$ cat config.mk
export PLATFORM = sky130hd
export DESIGN_NAME = dsp_mac_pipe
export DESIGN_NICKNAME = d
export VERILOG_FILES = /design/src/rtl/dsp_mac_pipe.sv
export SDC_FILE = /design/constraint.sdc
export NUM_CORES = 2
export LEC_CHECK = 0
export BUFFER_PORTS_ARGS = -buffer_cell sky130_fd_sc_hd__buf_4
export CORE_UTILIZATION = 36
export DETAILED_ROUTE_END_ITERATION = 7
export PLACE_DENSITY = 0.51
export RECOVER_POWER = 25
export REMOVE_ABC_BUFFERS = 1
export SLEW_MARGIN = 20
export SYNTH_ARGS = -nofsm -noshare
export SYNTH_HDL_FRONTEND = slang
export SYNTH_SLANG_ARGS = --single-unit
$ cat constraint.sdc
create_clock -name clk -period 12.7 [get_ports clk]
set_clock_uncertainty 0.2 [all_clocks]
set_input_delay 1.27 -clock clk [delete_from_list [all_inputs] [get_ports clk]]
set_output_delay 1.27 -clock clk [all_outputs]
set_load 0.01 [all_outputs]
$ cat src/rtl/dsp_mac_pipe.sv
// rtl/dsp_mac_pipe.sv - pre-add / multiply / accumulate pipeline producing one result per frame
// Stages: input regs -> product reg -> optional M reg -> accumulator/P; one global stall freezes all.
module dsp_mac_pipe #(
  parameter int A_WIDTH   = 18,
  parameter int B_WIDTH   = 18,
  parameter int D_WIDTH   = 18,
  parameter int ACC_WIDTH = 48,
  parameter int MREG      = 1,
  parameter int SATURATE  = 1
) (
  input  logic                 clk,
  input  logic                 rstN,
  input  logic                 inValid,
  output logic                 inReady,
  input  logic                 inLast,
  input  logic [2:0]           opMode,
  input  logic [A_WIDTH-1:0]   A,
  input  logic [B_WIDTH-1:0]   B,
  input  logic [D_WIDTH-1:0]   D,
  input  logic [ACC_WIDTH-1:0] C,
  output logic                 outValid,
  input  logic                 outReady,
  output logic [ACC_WIDTH-1:0] P,
  output logic                 overflow
);

  localparam int PRE_W  = ((B_WIDTH > D_WIDTH) ? B_WIDTH : D_WIDTH) + 1;
  localparam int PROD_W = A_WIDTH + PRE_W;
  localparam int SUM_W  = ACC_WIDTH + 1;
  localparam logic signed [ACC_WIDTH-1:0] ACC_MAX = {1'b0, {(ACC_WIDTH-1){1'b1}}};
  localparam logic signed [ACC_WIDTH-1:0] ACC_MIN = {1'b1, {(ACC_WIDTH-1){1'b0}}};

  logic stall;
  logic advance;
  logic accept;

  assign stall   = outValid & ~outReady;
  assign advance = ~stall;
  assign inReady = ~stall;
  assign accept  = inValid & inReady;

  // frameStart marks that the next accepted beat opens a new frame and carries C
  logic                        frameStart;
  logic                        s0Valid;
  logic                        s0First;
  logic                        s0Last;
  logic [2:0]                  s0Op;
  logic signed [A_WIDTH-1:0]   s0A;
  logic signed [B_WIDTH-1:0]   s0B;
  logic signed [D_WIDTH-1:0]   s0D;
  logic signed [ACC_WIDTH-1:0] s0C;

  always_ff @(posedge clk or negedge rstN) begin
    if (!rstN) begin
      frameStart <= 1'b1;
      s0Valid    <= 1'b0;
      s0First    <= 1'b0;
      s0Last     <= 1'b0;
      s0Op       <= '0;
      s0A        <= '0;
      s0B        <= '0;
      s0D        <= '0;
      s0C        <= '0;
    end else if (advance) begin
      s0Valid <= accept;
      if (accept) begin
        frameStart <= inLast;
        s0First    <= frameStart;
        s0Last     <= inLast;
        s0Op       <= opMode;
        s0A        <= A;
        s0B        <= B;
        s0D        <= D;
        if (frameStart) begin
          s0C <= C;
        end
      end
    end
  end

  logic signed [PRE_W-1:0]  preB;
  logic signed [PRE_W-1:0]  preD;
  logic signed [PRE_W-1:0]  preSum;
  logic signed [PROD_W-1:0] prodNext;

  always_comb begin
    preB = PRE_W'(s0B);
    preD = PRE_W'(s0D);
    case (s0Op[1:0])
      2'b01:   preSum = preD + preB;
      2'b10:   preSum = preD - preB;
      default: preSum = preB;
    endcase
    prodNext = PROD_W'(s0A) * PROD_W'(preSum);
  end

  logic                        s1Valid;
  logic                        s1First;
  logic                        s1Last;
  logic                        s1Sub;
  logic signed [ACC_WIDTH-1:0] s1C;
  logic signed [PROD_W-1:0]    s1Prod;

  always_ff @(posedge clk or negedge rstN) begin
    if (!rstN) begin
      s1Valid <= 1'b0;
      s1First <= 1'b0;
      s1Last  <= 1'b0;
      s1Sub   <= 1'b0;
      s1C     <= '0;
      s1Prod  <= '0;
    end else if (advance) begin
      s1Valid <= s0Valid;
      if (s0Valid) begin
        s1First <= s0First;
        s1Last  <= s0Last;
        s1Sub   <= s0Op[2];
        s1C     <= s0C;
        s1Prod  <= prodNext;
      end
    end
  end

  logic                        mValid;
  logic                        mFirst;
  logic                        mLast;
  logic                        mSub;
  logic signed [ACC_WIDTH-1:0] mC;
  logic signed [PROD_W-1:0]    mProd;

  generate
    if (MREG != 0) begin : gMreg
      always_ff @(posedge clk or negedge rstN) begin
        if (!rstN) begin
          mValid <= 1'b0;
          mFirst <= 1'b0;
          mLast  <= 1'b0;
          mSub   <= 1'b0;
          mC     <= '0;
          mProd  <= '0;
        end else if (advance) begin
          mValid <= s1Valid;
          if (s1Valid) begin
            mFirst <= s1First;
            mLast  <= s1Last;
            mSub   <= s1Sub;
            mC     <= s1C;
            mProd  <= s1Prod;
          end
        end
      end
    end else begin : gNoMreg
      assign mValid = s1Valid;
      assign mFirst = s1First;
      assign mLast  = s1Last;
      assign mSub   = s1Sub;
      assign mC     = s1C;
      assign mProd  = s1Prod;
    end
  endgenerate

  // One guard bit above ACC_WIDTH is enough: both addends already fit in ACC_WIDTH
  logic signed [ACC_WIDTH-1:0] acc;
  logic signed [ACC_WIDTH-1:0] accBase;
  logic signed [ACC_WIDTH-1:0] accNext;
  logic signed [SUM_W-1:0]     sumFull;
  logic                        sumOvf;
  logic                        ovfSticky;
  logic                        ovfNext;

  always_comb begin
    accBase = mFirst ? mC : acc;
    if (mSub) begin
      sumFull = SUM_W'(accBase) - SUM_W'(mProd);
    end else begin
      sumFull = SUM_W'(accBase) + SUM_W'(mProd);
    end
    sumOvf = sumFull[SUM_W-1] ^ sumFull[SUM_W-2];
    if (sumOvf && (SATURATE != 0)) begin
      accNext = sumFull[SUM_W-1] ? ACC_MIN : ACC_MAX;
    end else begin
      accNext = sumFull[ACC_WIDTH-1:0];
    end
    ovfNext = sumOvf | (ovfSticky & ~mFirst);
  end

  always_ff @(posedge clk or negedge rstN) begin
    if (!rstN) begin
      acc       <= '0;
      ovfSticky <= 1'b0;
      P         <= '0;
      overflow  <= 1'b0;
      outValid  <= 1'b0;
    end else if (advance) begin
      outValid <= mValid & mLast;
      if (mValid) begin
        acc       <= accNext;
        ovfSticky <= ovfNext;
        if (mLast) begin
          P        <= accNext;
          overflow <= ovfNext;
        end
      end
    end
  end

endmodule

==> out/qor.csv <==
stage;metric;value;unit
yosys;Yosys reg bits;386;
layout;commonest cells after routing, fill and taps aside;inv_1 (452), dfrtp_1 (384), nand2_1 (352), fa_1 (341), mux2_2 (318);
layout;area of the multi-input gates;20800;um2
yosys;yosys synthesis warning count;0;
sta;Max-Slew Margin vs Limit;-1.52;
yosys;Synth Area per Inst;9.99;um2
route;# DRC;0;
grt;largest net degree at the start of global routing;77;
cts;CTS tree;built;
grt;initial antenna violation count;0;
yosys;Main synth FF type;dfrtp_1;
floorplanning;die height;303;um
layout;commonest non-fill, non-tap cell in the layout;inv_1;
route;Final ANT Viol Nets;0;
cts;number of CTS-inserted buffers;45;
cts;Num Clock Sinks;386;
critical_path;flop2flop setup slack;1920;ps
place;pre-CTS WS;1890;ps
route;DR vias;22400;
layout;antenna cells;0;
sta;setup violators final;0;
run;Max-cap violations;4;
sta;setup TNS after final layout;0;ps
critical_path;Data arrival, critical path;11070;ps
critical_path;worst-path fanout max;11;
critical_path;Worst R2R Start;s0B[2];
layout;layout cell share with drive strength beyond 1;0.185;
yosys;Synth Area in Simple Gates;0.123;
place;# placed instances;4488;
yosys;post-synthesis xor/xnor area fraction;0.0402;
layout;Final Non-Filler Cells;4571;
sta;period utilization;0.849;
floorplanning;Core Box Area;89900;um2
critical_path;reg-to-reg endpoint;s1Prod[33];
cts;Clock transition at path regs;60;ps
sta;crit path setup slack, layout;1920;ps
critical_path;Critical-path top delay cell;fa_1;
cts;hold bufs inserted after CTS;0;
place;Detailed Place HPWL;62600;um
cts;Clock Latency Late Sink;610;ps
sta;Worst-Margin Slew;3780;ps
critical_path;CP Class;reg -> reg;
floorplanning;row count;110;
yosys;EDFF count, synth;0;
yosys;FFs w/ async S/R, synth;1.00;
hold_path;Hold Crit Depth;2;
route;drt total wl;84000;um
outcome;status;finished, violations left;
cts;postcts setup bufs;0;
route;Routed WL per cell;18.4;um
layout;area delta synth->final;12.1;%
critical_path;Setup crit start;s0B[2];
critical_path;CP endpoint kind;flop;
floorplanning;die area;91900;um2
route;drt via density;4.91;
route;1st-iter DRT viols;1077;
grt;aggregate global routing overflow;0;
place;# port buffers;160;
yosys;Synth Instances;3268;
yosys;Synth Area in Adders;0.275;
sta;achievable frequency;92.8;MHz
critical_path;Required @ worst endpoint;12990;ps
cts;PostCTS Resize Cnt;0;
place;gpl congestion;0.868;
sta;Slew Limit Fails;270;
layout;# nets final;3975;
critical_path;Max stage delay on crit path;570;ps
yosys;largest family of logic cells by synthesized area;adder cells;
floorplanning;I/O pins;161;
cts;clk root buf;clkbuf_16;
floorplanning;Initial Utilization;0.363;
layout;Layout fillers;8926;
route;DRT Pass-1 Iters;7;
layout;register area;9660;um2
cts;Bufs on Longest Clock Path;3;
hold_path;hold crit path type;reg -> reg;
floorplanning;Die W;303;um
yosys;area fraction in compound gates after synthesis;0.0828;
sta;Fin. Hold Viols;0;
critical_path;startpoint types;flop;
grt;first-pass GRT wire length;135000;um
grt;number of global-route vias before repair;23700;
critical_path;worst reg2reg path depth;37;
critical_path;crit path to;s1Prod[33];
yosys;post-synthesis cell type count;72;
yosys;Syn Std Cell Area;32700;um2
sta;Tmin final;10780;ps
outcome;failing checks;max-capacitance violations, max-slew violations;
yosys;part of the Yosys area used for sequential elements;0.296;
grt;gr usage total;0.188;
yosys;mux contribution to synthesized area;0.113;
layout;fin util;0.408;
sta;RSZ-0062 raised after global routing;no;
cts;htree depth;2;
stage by stage:
step                      hold slack [ps]  area, um2
after CTS                             267      36600
final                                 264      36600
after detailed placement              257      35100
after global routing                  283      36600
after floorplan                       239      32100
after global placement                254      35100
layout make-up:
| class | instances | area share |
|---|---|---|
| multi-input cells | 2279 | 0.568 |
| flip-flops and latches | 386 | 0.264 |
| inverters | 452 | 0.0463 |
| well taps | 1176 | 0.0402 |
| repair buffers | 195 | 0.0396 |
| clock buffers | 63 | 0.0353 |
| clock inverters | 20 | 0.00635 |
cell usage after synthesis, types with 118 or more instances:
master / n / area, um2
inv_1: 452 / 1700
dfrtp_1: 385 / 9630
nand2_1: 355 / 1330
fa_1: 341 / 6830
mux2_2: 318 / 3580
ha_1: 165 / 2060
and2_1: 157 / 982
o21ai_0: 152 / 761
a21oi_1: 133 / 666
nor2_1: 133 / 499
clkbuf_1: 124 / 465
xnor2_1: 118 / 1030
sequential cells by signal, summed over array words and instances (netlist names), 37 cells and up:
name	flops
P	48
acc	48
mC	48
mProd	37
s0C	48
s1C	48
s1Prod	37
how the worst min path moves through the flow:
stage                     from          to  slack, ps
detailed placement  frameStart  frameStart        260
CTS                 frameStart  frameStart        270
global placement    frameStart  frameStart        250
floorplan           frameStart  frameStart        240
global route        frameStart  frameStart        280
finish              frameStart  frameStart        260
layer usage:
metal	routed length [um]	global-route usage
met1	39900	0.260
met2	38800	0.310
met3	3720	0.0253
met4	1520	0.0450
met5	0	0
worst max-delay path: cells and delay by family, from the launching register on:
kind | cells | cell delay, ps
and+or+nand+nor | 9 | 2840
muxes | 1 | 250
adders and majority gates | 8 | 3810
AOI/OAI and AO/OA | 11 | 2190
xor gates and xnor gates | 3 | 380
DFF | 1 | 440
buffers and inverters | 5 | 510
logic make-up (layout without fill, tap and decap cells):
logic type,Yosys count,count (layout)
fa+ha+maj,515,515
mux,328,328
simple gates,832,832
compound gates,454,454
flops,386,386
xor+xnor,150,150
buf+inv,603,730
Power is left out: the tool's default activity adds up to more than one toggle a clock period on the data nets, which glitch-free logic cannot reach.
